===== src/rtl/alu_dispatcher_if.sv =====
// Command push, result pop and sequential-ALU handshake signals of the dispatcher.
// slave is the dispatcher side; master is the environment (producer, consumer and ALU).
interface alu_dispatcher_if;
  logic        cmd_valid;
  logic        cmd_ready;
  logic [2:0]  cmd_op;
  logic [7:0]  cmd_x;
  logic [7:0]  cmd_y;

  logic        res_valid;
  logic        res_ready;
  logic [15:0] res_data;
  logic [2:0]  res_op;
  logic        res_err;

  logic [7:0]  alu_x;
  logic [7:0]  alu_y;
  logic [2:0]  alu_op;
  logic        alu_begin;
  logic [15:0] alu_out;
  logic        alu_end;

  modport slave (
    input  cmd_valid, cmd_op, cmd_x, cmd_y, res_ready, alu_out, alu_end,
    output cmd_ready, res_valid, res_data, res_op, res_err,
           alu_x, alu_y, alu_op, alu_begin
  );

  modport master (
    output cmd_valid, cmd_op, cmd_x, cmd_y, res_ready, alu_out, alu_end,
    input  cmd_ready, res_valid, res_data, res_op, res_err,
           alu_x, alu_y, alu_op, alu_begin
  );
endinterface


===== src/rtl/alu_dispatcher.sv =====
// Queues ALU commands and runs them one at a time on an external sequential ALU,
// holding each result (or a timeout error) until the consumer pops it.
module alu_dispatcher #(
  parameter int FIFO_DEPTH = 4,
  parameter int TIMEOUT    = 255
) (
  input  logic            clk,
  input  logic            resetn,
  alu_dispatcher_if.slave bus,
  output logic            busy
);
  localparam int PTR_W = $clog2(FIFO_DEPTH);
  localparam int CNT_W = $clog2(FIFO_DEPTH + 1);
  localparam logic [CNT_W-1:0] FULL_CNT    = CNT_W'(FIFO_DEPTH);
  localparam logic [7:0]       TIMEOUT_CNT = 8'(TIMEOUT);

  typedef enum logic [1:0] {IDLE, ISSUE, WAIT} state_t;

  logic [18:0]      fifo_mem [FIFO_DEPTH];
  logic [PTR_W-1:0] wr_ptr_reg, rd_ptr_reg;
  logic [CNT_W-1:0] count_reg, count_next;
  logic             fifo_empty, fifo_full, push, pop;
  logic [18:0]      head;

  state_t      state_reg, state_next;
  logic [7:0]  x_reg, x_next, y_reg, y_next;
  logic [2:0]  op_reg, op_next;
  logic        res_valid_reg, res_valid_next;
  logic [15:0] res_data_reg, res_data_next;
  logic [2:0]  res_op_reg, res_op_next;
  logic        res_err_reg, res_err_next;
  logic [7:0]  wait_cnt_reg, wait_cnt_next;
  logic        arm_reg, arm_next;

  assign fifo_empty = (count_reg == '0);
  assign fifo_full  = (count_reg == FULL_CNT);
  assign push       = bus.cmd_valid && !fifo_full;
  assign head       = fifo_mem[rd_ptr_reg];

  // Entry layout: {op, x, y}. Storage needs no reset; count gates validity.
  always_ff @(posedge clk) begin
    if (push) begin
      fifo_mem[wr_ptr_reg] <= {bus.cmd_op, bus.cmd_x, bus.cmd_y};
    end
  end

  always_comb begin
    count_next = count_reg;
    case ({push, pop})
      2'b10:   count_next = count_reg + CNT_W'(1);
      2'b01:   count_next = count_reg - CNT_W'(1);
      default: count_next = count_reg;
    endcase
  end

  always_ff @(posedge clk or negedge resetn) begin
    if (!resetn) begin
      wr_ptr_reg <= '0;
      rd_ptr_reg <= '0;
      count_reg  <= '0;
    end else begin
      if (push) wr_ptr_reg <= wr_ptr_reg + PTR_W'(1);
      if (pop)  rd_ptr_reg <= rd_ptr_reg + PTR_W'(1);
      count_reg <= count_next;
    end
  end

  always_comb begin
    state_next     = state_reg;
    x_next         = x_reg;
    y_next         = y_reg;
    op_next        = op_reg;
    res_valid_next = res_valid_reg;
    res_data_next  = res_data_reg;
    res_op_next    = res_op_reg;
    res_err_next   = res_err_reg;
    wait_cnt_next  = wait_cnt_reg;
    arm_next       = arm_reg;
    pop            = 1'b0;

    if (res_valid_reg && bus.res_ready) res_valid_next = 1'b0;

    case (state_reg)
      IDLE: begin
        if (!fifo_empty && !res_valid_reg) begin
          pop                       = 1'b1;
          {op_next, x_next, y_next} = head;
          res_op_next               = head[18:16];
          state_next                = ISSUE;
        end
      end
      ISSUE: begin
        wait_cnt_next = '0;
        arm_next      = 1'b0;
        state_next    = WAIT;
      end
      WAIT: begin
        // An END already high when the wait began must drop once before it counts.
        if (arm_reg && bus.alu_end) begin
          res_data_next  = bus.alu_out;
          res_err_next   = 1'b0;
          res_valid_next = 1'b1;
          state_next     = IDLE;
        end else if (wait_cnt_reg == TIMEOUT_CNT) begin
          res_data_next  = 16'h0000;
          res_err_next   = 1'b1;
          res_valid_next = 1'b1;
          state_next     = IDLE;
        end else begin
          wait_cnt_next = wait_cnt_reg + 8'd1;
          if (!bus.alu_end) arm_next = 1'b1;
        end
      end
      default: state_next = IDLE;
    endcase
  end

  always_ff @(posedge clk or negedge resetn) begin
    if (!resetn) begin
      state_reg     <= IDLE;
      x_reg         <= '0;
      y_reg         <= '0;
      op_reg        <= '0;
      res_valid_reg <= 1'b0;
      res_data_reg  <= '0;
      res_op_reg    <= '0;
      res_err_reg   <= 1'b0;
      wait_cnt_reg  <= '0;
      arm_reg       <= 1'b0;
    end else begin
      state_reg     <= state_next;
      x_reg         <= x_next;
      y_reg         <= y_next;
      op_reg        <= op_next;
      res_valid_reg <= res_valid_next;
      res_data_reg  <= res_data_next;
      res_op_reg    <= res_op_next;
      res_err_reg   <= res_err_next;
      wait_cnt_reg  <= wait_cnt_next;
      arm_reg       <= arm_next;
    end
  end

  assign bus.cmd_ready = !fifo_full;
  assign bus.alu_begin = (state_reg == ISSUE);
  assign bus.alu_x     = x_reg;
  assign bus.alu_y     = y_reg;
  assign bus.alu_op    = op_reg;
  assign bus.res_valid = res_valid_reg;
  assign bus.res_data  = res_data_reg;
  assign bus.res_op    = res_op_reg;
  assign bus.res_err   = res_err_reg;
  assign busy          = (state_reg != IDLE) || !fifo_empty;
endmodule


===== src/flat_wrapper.sv =====
// flat-port wrapper written by rule: the top's interface ports become plain ports
module alu_dispatcher_flat 
#(
  parameter int FIFO_DEPTH = 4,
  parameter int TIMEOUT    = 255
)
  (clk, resetn, busy, bus_cmd_valid, bus_cmd_op, bus_cmd_x, bus_cmd_y, bus_res_ready, bus_alu_out, bus_alu_end, bus_cmd_ready, bus_res_valid, bus_res_data, bus_res_op, bus_res_err, bus_alu_x, bus_alu_y, bus_alu_op, bus_alu_begin);
  alu_dispatcher_if bus_i ();
  input  logic clk;
  input  logic resetn;
  output logic busy;
  input wire logic [$bits(bus_i.cmd_valid)-1:0] bus_cmd_valid;
  input wire logic [$bits(bus_i.cmd_op)-1:0] bus_cmd_op;
  input wire logic [$bits(bus_i.cmd_x)-1:0] bus_cmd_x;
  input wire logic [$bits(bus_i.cmd_y)-1:0] bus_cmd_y;
  input wire logic [$bits(bus_i.res_ready)-1:0] bus_res_ready;
  input wire logic [$bits(bus_i.alu_out)-1:0] bus_alu_out;
  input wire logic [$bits(bus_i.alu_end)-1:0] bus_alu_end;
  output wire logic [$bits(bus_i.cmd_ready)-1:0] bus_cmd_ready;
  output wire logic [$bits(bus_i.res_valid)-1:0] bus_res_valid;
  output wire logic [$bits(bus_i.res_data)-1:0] bus_res_data;
  output wire logic [$bits(bus_i.res_op)-1:0] bus_res_op;
  output wire logic [$bits(bus_i.res_err)-1:0] bus_res_err;
  output wire logic [$bits(bus_i.alu_x)-1:0] bus_alu_x;
  output wire logic [$bits(bus_i.alu_y)-1:0] bus_alu_y;
  output wire logic [$bits(bus_i.alu_op)-1:0] bus_alu_op;
  output wire logic [$bits(bus_i.alu_begin)-1:0] bus_alu_begin;
  assign bus_i.cmd_valid = bus_cmd_valid;
  assign bus_i.cmd_op = bus_cmd_op;
  assign bus_i.cmd_x = bus_cmd_x;
  assign bus_i.cmd_y = bus_cmd_y;
  assign bus_i.res_ready = bus_res_ready;
  assign bus_i.alu_out = bus_alu_out;
  assign bus_i.alu_end = bus_alu_end;
  assign bus_cmd_ready = bus_i.cmd_ready;
  assign bus_res_valid = bus_i.res_valid;
  assign bus_res_data = bus_i.res_data;
  assign bus_res_op = bus_i.res_op;
  assign bus_res_err = bus_i.res_err;
  assign bus_alu_x = bus_i.alu_x;
  assign bus_alu_y = bus_i.alu_y;
  assign bus_alu_op = bus_i.alu_op;
  assign bus_alu_begin = bus_i.alu_begin;
  alu_dispatcher #(.FIFO_DEPTH(FIFO_DEPTH), .TIMEOUT(TIMEOUT)) u_core (.clk(clk), .resetn(resetn), .bus(bus_i), .busy(busy));
endmodule

===== config.mk =====
export PLATFORM = sky130hd
export DESIGN_NAME = alu_dispatcher_flat
export DESIGN_NICKNAME = d
export VERILOG_FILES = /design/src/rtl/alu_dispatcher_if.sv /design/src/rtl/alu_dispatcher.sv /design/src/flat_wrapper.sv
export SDC_FILE = /design/constraint.sdc
export NUM_CORES = 1
export LEC_CHECK = 0
export ABC_AREA = 1
export CAP_MARGIN = 15
export CORE_MARGIN = 1
export CORE_UTILIZATION = 56
export CTS_BUF_LIST = sky130_fd_sc_hd__clkbuf_2
export CTS_CLUSTER_SIZE = 12
export DETAILED_ROUTE_END_ITERATION = 16
export PLACE_DENSITY = 0.86
export SLEW_MARGIN = 20
export SYNTH_ARGS = -nofsm -noshare
export SYNTH_HDL_FRONTEND = slang
export SYNTH_SLANG_ARGS = --single-unit

===== constraint.sdc =====
create_clock -name clk -period 2.66 [get_ports clk]
set_input_delay 0.266 -clock clk [delete_from_list [all_inputs] [get_ports clk]]
set_output_delay 0.266 -clock clk [all_outputs]
set_load 0.005 [all_outputs]

# ---- Word-level counts from Yosys, hierarchy flattened
# Memory sizes are Yosys's and may differ from the RTL's. A register that Yosys moved wholly into a read port is not among the register bits.
# Index checks and enable logic that the tools add are counted.
dict set report classes {
  reduce_logical 20
  eq_ne 11
  add_sub_neg 5
  n_mux 24
}
# cell count
set ops {}
lappend ops {{2-to-1 mux 16 bit} 2}
lappend ops {{2-to-1 mux 8 bit} 2}
lappend ops {{case mux 8 bit (2 select lines)} 1}
lappend ops {{2-to-1 mux 1 bit} 13}
lappend ops {{adder 8 x 1 -> 8 bit, second input constant} 1}
lappend ops {{== test 8 bit, second input constant} 1}
lappend ops {{nonzero test 2 bit} 4}
lappend ops {{2-to-1 mux 2 bit} 3}
lappend ops {{inequality test 2 bit, second input constant} 3}
lappend ops {{case mux 2 bit (3 select lines)} 1}
lappend ops {{case mux 3 bit (2 select lines)} 1}
lappend ops {{AND reduction 2 bit} 3}
lappend ops {{adder 2 x 1 -> 2 bit, second input constant} 2}
lappend ops {{== test 2 x 1 -> 1 bit, second input constant} 2}
lappend ops {{== test 2 bit, second input constant} 2}
lappend ops {{logical AND 1 bit} 4}
lappend ops {{logical NOT 1 bit} 4}
lappend ops {{AND reduction 4 bit} 1}
lappend ops {{adder 3 x 1 -> 3 bit, second input constant} 1}
lappend ops {{== test 3 bit, second input constant} 1}
lappend ops {{logical NOT 3 bit} 1}
lappend ops {{inequality test 3 x 1 -> 1 bit, second input constant} 1}
lappend ops {{AND reduction 3 bit} 1}
lappend ops {{subtractor 3 x 1 -> 3 bit, second input constant} 1}
lappend ops {{other kinds (4)} 4}
dict set report word_totals {
  output_inout_bits 43
  wordCells 70
  ff_bits 36
  n_memories 1
  input_bits 40
  ramBits 76
}
# memory depth width rd rd_clocked_by_memory_dff wr line
set memory_table {}
lappend memory_table {u_core.fifo_mem 4 19 1 1 1 alu_dispatcher.sv:19} ;# logic [18:0] fifo_mem [FIFO_DEPTH];

# ---- Longest topological paths before layout
# Gate-level depths: netlist of the first run.
dict set report logic_depth {
  word_depth 7
  ltp_mapped 11
  ltp_nobuf 10
}

# ---- Worst setup path after synthesis of the first run
# OpenSTA, ideal clock, no wires.
dict set report synth_path {
  path_kind {register -> register}
  startpoint {register u_core.state_reg[0]}
  endpoint {register u_core.count_reg[2]}
  required_time_ps 2529
  path_slack_ps 594
  synth_period_minus_slack_ps 2066
  arrival_time_ps 1936
  path_buffers 1
  setup_time_ps 131
  stages_incl_launch_ff 12
  path_cell_list {dfrtp_1 > inv_1 > ha_1 > nand3_1 > inv_1 > buf_2 > ha_1 > inv_1 > fa_1 > a21oi_1 > o21ai_0 > xor2_1}
}
dict set report synth_between {
  elab_chain_len 4
  word_cells_on_any_way 6
  cone_classes {eq/ne: 2; mux: 2; reduce/logical: 2}
}
# item line
set synth_rtl {}
lappend synth_rtl {{start, declared} alu_dispatcher.sv:25} ;# state_t state_reg, state_next;
lappend synth_rtl {{start signal, assigned} alu_dispatcher.sv:131} ;# state_reg <= state_next;
lappend synth_rtl {{logical NOT 2 bit (*)} alu_dispatcher.sv:83} ;# case (state_reg)
lappend synth_rtl {{2-to-1 mux 1 bit (*)} alu_dispatcher.sv:83}
lappend synth_rtl {{net u_core.pop} alu_dispatcher.sv:22} ;# logic fifo_empty, fifo_full, push, pop;
lappend synth_rtl {{== test 2 x 1 -> 1 bit / == test 2 bit (equally long branches)} alu_dispatcher.sv:49} ;# case ({push, pop})
lappend synth_rtl {{case mux 3 bit (2 select lines) / nonzero test 2 bit (equally long branches)} -}
lappend synth_rtl {{end signal, assigned} alu_dispatcher.sv:64} ;# count_reg <= count_next;
lappend synth_rtl {{end, declared} alu_dispatcher.sv:21} ;# logic [CNT_W-1:0] count_reg, count_next;
# Mark *: on every way through the listed nets, which the timed path passes. The rest lies on a longest branch.
# A chain may end at the register's enable or synchronous reset.

# ---- Worst setup path in the final report of the first run
dict set report layout_path {
  startpoint {register u_core.state_reg[1]}
  endpoint {output busy}
}
dict set report layout_between {
  elab_chain_len 2
}
# item line
set layout_rtl {}
lappend layout_rtl {{nonzero test 2 bit} alu_dispatcher.sv:153} ;# assign busy = (state_reg != IDLE) || !fifo_empty;
lappend layout_rtl {{logical OR 1 bit} alu_dispatcher.sv:153}
lappend layout_rtl {{end, declared} flat_wrapper.sv:11} ;# output logic busy;
# No other way between the ends.

==> qor.csv, run 1 <==
metric,value,unit
Core Box Area,0.00924,sq mm
I/O pins,83,
placed cell area,0.00627,sq mm
Congestion Overflow GR,0,
fin area,0.00650,sq mm
Pleak,2.71,nW
"Async S/R FF share, synth",42.0,%
vias in the first global route,3818,
"Net count, final",642,
max reg flops,76,
fin util,70.4,%
Worst VDD drop,0.000581,V
Pwr per Cell Area,1040,mW/mm^2
period utilization,83.8,%
arrival time worst endpoint,1.96,ns
critical path's slowest cell,clkdlybuf4s50_1,
RSZ-0062 raised after global routing,no,
Detail Route Antenna Nets,0,
initial antenna violation count,0,
Final Max Tran Viols,0,
vias post-DR,3777,
# setup viols final,0,
chip height,99.9,microns
vias per inst,5.15,
HP Class,primary input to async pin,
overall routing resource usage,23.1,%
first-pass GRT wire length,17400,microns
clk_lat worst skew,0.66,ns
worst reg2reg path startpoint,u_core.count_reg[0],
Slew HR,57.7,%
post-DR wirelength/cell,14.2,microns
# diodes,0,
CP Cell Sequence,inv_1 -> ha_1 -> nand4_1 -> clkdlybuf4s50_1,
CTS tree,built,
final setup TNS,0,ns
Detailed Routing Iterations Pass 1,5,
Final Hold Vio Count,0,
pin count of the biggest net entering global routing,41,
stages on the worst setup path,4,
hold slack,0.0555,ns
routed wire length,10400,microns
# DRC,0,
number of buffers inserted during clock tree synthesis,17,
PortBufs,82,
WS Path Type,flop to output pin,
FMAX,448,MHz
drt initial violations,230,
cell area after synthesis,0.00536,sq mm
Max H-tree Level,4,
Max stage delay on crit path,0.51,ns
Worst Path Buf+Inv,2,
Sink Count,131,
r2r setup slk,0.49,ns
"Reg clk slew, reported paths",0.20,ns
post-CTS sizing,0,
ratio of cells with drive above 1 in the final layout,7.77,%
Yosys reg bits,131,
Synthesis Warnings,0,
Die Span X,99.9,microns
hpwl dp,6800,microns
crit path launch type,flop,
r2r endpoint,u_core.count_reg[2],
Post-synth top flop,edfxtp_1,
syn_area_per_cell,10.6,sq um
run status,"finished, final reports clean",
CP top delay family,buffers and inverters,
worst-path fanout max,3,
Post-Syn Nets,554,
Final Critical Period,2.23,ns
area grow syn2layout,21.3,%
Max Cap Viol,0,
Routability Congestion,0.847,
"EDFF count, synth",76,
setup slack after layout,0.430,ns
Setup crit end kind,output pin,
Slew @ Worst Pin,0.633,ns
Starting Density,58.1,%
WP data required,2.39,ns
"Seq/Total Area, Yosys",68.2,%
Cells after Synth,504,
CTS root buffer,clkbuf_2,
Placement Setup Slack,0.536,ns
std cell rows,35,
clock skew,0.0346,ns
distinct cell type count of the synthesized netlist,25,
Total Die Area,0.00997,sq mm
Max clock buf depth,2,
Post CTS Setup Buffer Count,0,
Worst R2R Path Depth,9,
cell usage after synthesis (3+ instances only):
cell | n | area, sq um
inv_1 | 22 | 82.6
o21ai_0 | 62 | 310
ha_1 | 9 | 113
nand3_1 | 14 | 70.1
buf_6 | 3 | 33.8
xor2_1 | 4 | 35.0
nor2_1 | 73 | 274
dfrtp_1 | 55 | 1380
buf_2 | 8 | 40.0
buf_4 | 6 | 45.0
edfxtp_1 | 76 | 2280
nand2_1 | 147 | 552
o21ai_1 | 5 | 25.0
clkbuf_1 | 6 | 22.5
a21oi_1 | 3 | 15.0
power by group:
group / internal (mW) / switching (mW)
Combinational: 1.12 / 1.51
Sequential: 2.74 / 0.258
Clock: 0.356 / 0.750
Total: 4.21 / 2.52
timing repair:
item,4_1_cts,5_1_grt
hold endpoints to repair,55,0
endpoints found under the setup margin,0,0
hold buffers,1,0
per-stage QoR:
| step | total power [mW] | cells |
|---|---|---|
| floorplan | 4.60 | 504 |
| detailed placement | 5.70 | 701 |
| finish | 6.73 | 734 |
| global placement | 5.54 | 701 |
| global route | 7.24 | 734 |
| CTS | 6.80 | 734 |
placed cells by master, fill, tap and decap left out:
cell type,instances
fa_1,1
nand2_1,147
o21ai_1,5
nand3_2,1
inv_8,1
dlygate4sd3_1,1
bufinv_16,1
nand3_1,14
clkinv_1,1
xnor2_1,1
nor2_1,73
o211ai_1,1
clkbuf_2,18
o21bai_1,2
dfrtp_1,55
inv_1,21
clkinv_2,3
edfxtp_1,76
inv_2,1
nor2_2,1
nand4_1,1
nand2_2,1
clkdlybuf4s50_1,81
buf_4,10
o21ai_0,62
inv_6,3
clkinv_4,4
ha_1,9
a21oi_1,3
buf_2,1
xor2_1,4
clkinvlp_4,2
metal layers:
metal	GRT usage [%]	part of all wire, %	vias up
met5	0	0	-
met4	10.3	1.7	0
met3	6.13	5.9	18
met2	40.2	51	140
met1	27.0	41	1781
li1	-	-	1838
layout make-up:
type	instances	area, sq um
clock buffers	18	90.1
clock inverters	14	133
fillers	639	2740
inverters	23	86.3
multi-input cells	326	1470
flip-flops and latches	131	3660
well taps	129	161
repair buffers	93	901
cell families (layout without fill, tap and decap cells):
kind of cell	after synthesis	in the layout	synth area share (%)
AO/OA/AOI/OAI	73	73	6.95
XOR/XNOR	5	5	0.816
adder cells (fa/ha/maj)	10	10	2.47
flip-flops	131	131	68.2
AND/OR/NAND/NOR	238	238	17.2
buffers and inverters	47	148	4.32
how the worst max path moves through the flow:
stage	startpoint	endpoint
2_1_floorplan	u_core.state_reg[0]	u_core.count_reg[2]
3_3_place_gp	bus_cmd_valid	u_core.count_reg[2]
3_5_place_dp	bus_cmd_valid	u_core.count_reg[2]
4_1_cts	u_core.state_reg[1]	busy
5_1_grt	u_core.state_reg[1]	busy
6_report	u_core.state_reg[1]	busy
worst reg2reg max path: stages (launching register included):
cell and delay (ns):
dfrtp_1 0.44, inv_1 0.15, nand3_1 0.13, nand2_1 0.23, ha_1 0.20, inv_1 0.07
fa_1 0.39, a21oi_1 0.18, o21ai_0 0.14, xor2_1 0.16
Power figures use the tool's default switching activity.
==> run 2: changes to the inputs <==
Settings changed: CORE_UTILIZATION 56 to 50, PLACE_DENSITY 0.86 to 0.81.
Clock period 2.66 ns to 1.8 ns, I/O delays scaled along.
==> qor.csv, run 2 (synthesized netlist as in run 1, its figures left out) <==
metric,value,unit
run status,finished with violations,
violations in the final reports,setup timing,
Top Metal Used,met4,
FMAX,522,MHz
Max clock buf depth,2,
clk_lat worst skew,0.66,ns
overall routing resource usage,22.9,%
met3 routed WL,601,microns
worst reg2reg path startpoint,u_core.state_reg[0],
routed wire length,12200,microns
HP Class,primary input to flop,
sequential share of power,40.6,%
# setup viols final,3,
Worst VDD drop,0.000715,V
WHS Path Cells,3,
crit path launch type,flop,
number of buffers inserted during clock tree synthesis,17,
r2r endpoint,u_core.count_reg[2],
Placed Cells,722,
Worst R2R Path Depth,11,
Slew @ Worst Pin,0.685,ns
"Reg clk slew, reported paths",0.18,ns
WS Path Type,flop to flop,
RSZ-0062 raised after global routing,yes,
Detailed Routing Iterations Pass 1,4,
Final Critical Period,1.91,ns
area grow syn2layout,33.6,%
std cell rows,37,
Starting Density,51.7,%
pin count of the biggest net entering global routing,35,
Congestion Overflow GR,0,
CTS root buffer,clkbuf_2,
vias per inst,5.07,
r2r setup slk,-0.11,ns
"commonest non-fill, non-tap cell in the layout",nand2_1,
Pleak,3.30,nW
"Net count, final",700,
Die Span X,106,microns
# DRC,0,
hold slack,0.0755,ns
fin area,0.00717,sq mm
HP Start,bus_alu_out[1],
wl on met1,4860,microns
CTS tree,built,
period utilization,106,%
setup slack after layout,-0.114,ns
Min-Delay Endpoint,u_core.bus.res_data[1],
PortBufs,82,
Max Cap Viol,0,
Final Max Tran Viols,0,
Post-Layout Cell Count,799,
Placement Setup Slack,-0.102,ns
Total Die Area,0.0111,sq mm
# diodes,0,
WP data required,2.36,ns
Core Box Area,0.0104,sq mm
Pwr per Cell Area,1530,mW/mm^2
Design Power,11.0,mW
post-DR wirelength/cell,15.3,microns
Max H-tree Level,4,
I/O pins,83,
Internal Power,7.01,mW
Comb power frac,43.0,%
vias post-DR,4053,
Switch Pwr,3.95,mW
worst-path fanout max,2,
vias in the first global route,4132,
initial antenna violation count,0,
Clock Power Share,16.4,%
switching share of total power,36.0,%
first-pass GRT wire length,19100,microns
ratio of cells with drive above 1 in the final layout,15.2,%
Slew HR,54.2,%
Setup crit end kind,flop,
"commonest non-fill, non-tap cells in the layout","147 x nand2_1, 76 x edfxtp_1, 73 x nor2_1",
arrival time worst endpoint,2.47,ns
chip height,106,microns
clock skew,0.0263,ns
WL met2,6550,microns
drt initial violations,388,
Final Hold Vio Count,0,
placed cell area,0.00647,sq mm
Sink Count,131,
max reg flops,76,
Routability Congestion,0.784,
hpwl dp,7440,microns
Detail Route Antenna Nets,0,
==> run 2: worst max path at each step <==
stage                              from                   to  slack, ns  cells past startpoint
finish              u_core.state_reg[0]  u_core.count_reg[2]      -0.11                     11
global route        u_core.state_reg[0]  u_core.count_reg[2]      -0.18                     11
CTS                 u_core.state_reg[1]                 busy      -0.07                      5
detailed placement  u_core.state_reg[0]  u_core.count_reg[2]      -0.10                     10
global placement    u_core.state_reg[1]  u_core.count_reg[2]      -0.01                     10
floorplan           u_core.state_reg[1]  u_core.count_reg[2]      -0.16                     11
==> run 2: cell type report <==
cell class | instances | area [sq um]
Multi-Input combinational cell | 326 | 1550
Tap cell | 136 | 170
Clock buffer | 21 | 105
Sequential cell | 131 | 3660
Inverter | 23 | 88.8
Clock inverter | 11 | 136
Fill cell | 743 | 3200
Timing Repair Buffer | 151 | 1460
==> run 2: power groups by stage <==
stage               registers, mW  clock network (mW)  logic, mW
floorplan                    4.46                   0       2.39
global placement             4.47                   0       4.08
detailed placement           4.52                   0       4.24
CTS                          4.43                1.83       4.57
global route                 4.52                1.96       5.25
finish                       4.44                1.80       4.71
==> run 2: repair_timing <==
action                                 CTS  global route
pin swaps                                4             3
endpoints found under the hold margin   69             2
buffers inserted                        18             8
gates resized for setup                 49            20
hold buffers                            17             2
setup endpoints to repair               32            46
==> run 2: per-stage QoR <==
| step | setup TNS (ns) | util [%] |
|---|---|---|
| after detailed placement | -0.102 | 62.4 |
| after floorplan | -12.00 | - |
| after CTS | -0.191 | 67.8 |
| after global placement | -0.0128 | 62.4 |
| after global routing | -0.529 | 69.1 |
| final | -0.131 | 69.1 |
==> run 2: worst max-delay path: stages (launching register included) <==
cell	delay [ns]
dfrtp_1	0.44
inv_2	0.08
ha_4	0.14
buf_4	0.11
nand3_4	0.08
inv_4	0.07
ha_4	0.12
inv_2	0.04
fa_2	0.35
a21oi_2	0.14
o21ai_1	0.09
xor2_1	0.15
==> run 2: metal layers <==
layer	GRT usage [%]	vias up
met2	41.4	148
met4	12.2	0
li1	-	1960
met1	24.8	1923
met5	0	-
met3	5.38	22
==> run 3: changes to the inputs <==
Settings changed: CORE_UTILIZATION 50 to 48, CTS_BUF_LIST sky130_fd_sc_hd__clkbuf_2 to sky130_fd_sc_hd__clkbuf_4 sky130_fd_sc_hd__clkbuf_8 sky130_fd_sc_hd__clkbuf_16, PLACE_DENSITY 0.81 to 0.78.
==> qor.csv, run 3 (synthesized netlist as in run 1, its figures left out) <==
metric,value,unit
Switch Pwr,3.99,mW
switching share of total power,31.9,%
drt initial violations,240,
# DRC,0,
vias in the first global route,3846,
clock skew,0.0116,ns
worst-path fanout max,2,
Max Cap Viol,0,
Clock Power Share,29.2,%
Die Span X,108,microns
std cell rows,38,
Worst R2R Path Depth,10,
Max clock buf depth,2,
clk_lat worst skew,0.52,ns
WS Path Type,flop to flop,
chip height,108,microns
setup slack after layout,-0.0261,ns
Slew HR,75.3,%
Detail Route Antenna Nets,0,
worst reg2reg path startpoint,u_core.state_reg[0],
Total Die Area,0.0116,sq mm
violations in the final reports,setup timing,
number of buffers inserted during clock tree synthesis,17,
run status,finished with violations,
hold slack,0.192,ns
final setup TNS,-0.0261,ns
Final Hold Vio Count,0,
# diodes,0,
initial antenna violation count,0,
"commonest non-fill, non-tap cell in the layout",nand2_1,
pin count of the biggest net entering global routing,56,
fin area,0.00717,sq mm
# setup viols final,1,
CP Cell Sequence,inv_2 -> ha_4 -> nand3_2 -> inv_2 -> ha_1 -> inv_1 -> fa_2 -> a21oi_2 -> o21ai_1 -> xor2_1,
most frequent CP cell,inv_2,
HP Class,primary input to async pin,
Pwr per Cell Area,1740,mW/mm^2
Design Power,12.5,mW
Internal Power,8.49,mW
"Net count, final",658,
Pleak,3.00,nW
r2r setup slk,-0.03,ns
Placed Cells,724,
CTS tree,built,
PortBufs,82,
Comb power frac,35.3,%
overall routing resource usage,21.1,%
Sink Count,131,
Congestion Overflow GR,0,
sequential share of power,35.5,%
Routability Congestion,0.753,
Core Box Area,0.0108,sq mm
Detailed Routing Iterations Pass 1,4,
arrival time worst endpoint,2.23,ns
r2r endpoint,u_core.count_reg[2],
"commonest non-fill, non-tap cells in the layout","147 x nand2_1, 78 x clkdlybuf4s50_1, 76 x edfxtp_1",
FMAX,548,MHz
Max H-tree Level,4,
RSZ-0062 raised after global routing,yes,
crit path launch type,flop,
first-pass GRT wire length,18300,microns
vias per inst,5.05,
Final Critical Period,1.83,ns
ratio of cells with drive above 1 in the final layout,12.4,%
I/O pins,83,
Worst VDD drop,0.000927,V
Final Max Tran Viols,0,
Starting Density,49.5,%
Max stage delay on crit path,0.39,ns
period utilization,101,%
CTS root buffer,clkbuf_8,
Layout fillers,816,
Slew @ Worst Pin,0.371,ns
max reg flops,76,
placed cell area,0.00644,sq mm
area grow syn2layout,33.8,%
WP data required,2.21,ns
Setup crit end kind,flop,
post-DR wirelength/cell,14.9,microns
critical path's slowest cell,dfrtp_1,
routed wire length,11300,microns
vias post-DR,3845,
hpwl dp,6990,microns
"Reg clk slew, reported paths",0.06,ns
Post-Layout Cell Count,761,
run 3: how the worst max path moves through the flow:
stage / start / end / depth (start not counted) / slack, ns
2_1_floorplan: u_core.state_reg[1] / u_core.count_reg[2] / 11 / -0.16
3_3_place_gp: u_core.state_reg[1] / u_core.count_reg[2] / 10 / -0.001
3_5_place_dp: u_core.state_reg[1] / u_core.count_reg[2] / 10 / -0.10
4_1_cts: u_core.state_reg[0] / bus_alu_begin / 4 / 0.002
5_1_grt: u_core.state_reg[0] / u_core.count_reg[2] / 10 / -0.12
6_report: u_core.state_reg[0] / u_core.count_reg[2] / 10 / -0.03
run 3: final cells by class:
cell class / count / area (sq um) / share of cell area (%)
Sequential cell: 131 / 3660 / 51.0
Clock buffer: 24 / 532 / 7.41
Multi-Input combinational cell: 326 / 1530 / 21.3
Inverter: 23 / 86.3 / 1.20
Clock inverter: 8 / 115 / 1.60
Timing Repair Buffer: 109 / 1080 / 15.0
Tap cell: 140 / 175 / 2.44
run 3: per-layer routing:
| layer | global-route usage (%) | vias to the layer above | routed length (microns) |
|---|---|---|---|
| met3 | 6.42 | 26 | 647 |
| met4 | 8.51 | 0 | 218 |
| met2 | 36.5 | 111 | 5750 |
| li1 | - | 1874 | - |
| met5 | 0 | - | 0 |
| met1 | 24.3 | 1834 | 4720 |
run 3: metrics by stage:
step / util [%] / setup slack, ns
global route: 66.2 / -0.120
detailed placement: 59.5 / -0.102
global placement: 59.5 / -0.00124
CTS: 66.0 / 0.00206
finish: 66.2 / -0.0261
floorplan: - / -0.156
run 3: critical path: cells and delay by family (launching register included):
kind / cells / cell delay (ns)
adder cells (fa/ha/maj): 3 / 0.65
flip-flops: 1 / 0.39
buffers and inverters: 3 / 0.23
AO/OA/AOI/OAI: 2 / 0.21
XOR/XNOR: 1 / 0.14
AND/OR/NAND/NOR: 1 / 0.09
run 3: what timing repair did:
| action | CTS | global route |
|---|---|---|
| pin swaps | 2 | 0 |
| buffers inserted | 3 | 1 |
| setup endpoints to repair | 4 | 16 |
| resized for setup | 14 | 6 |
| hold endpoints to repair | 55 | 0 |
| hold buffers | 1 | 0 |
run 3: power by group through the flow:
stage,combinational (mW),clock [mW],sequential (mW)
floorplan,2.39,0,4.46
detailed placement,4.21,0,4.46
finish,4.41,3.65,4.43
CTS,4.39,3.70,4.42
global placement,4.04,0,4.42
global route,4.96,3.84,4.49
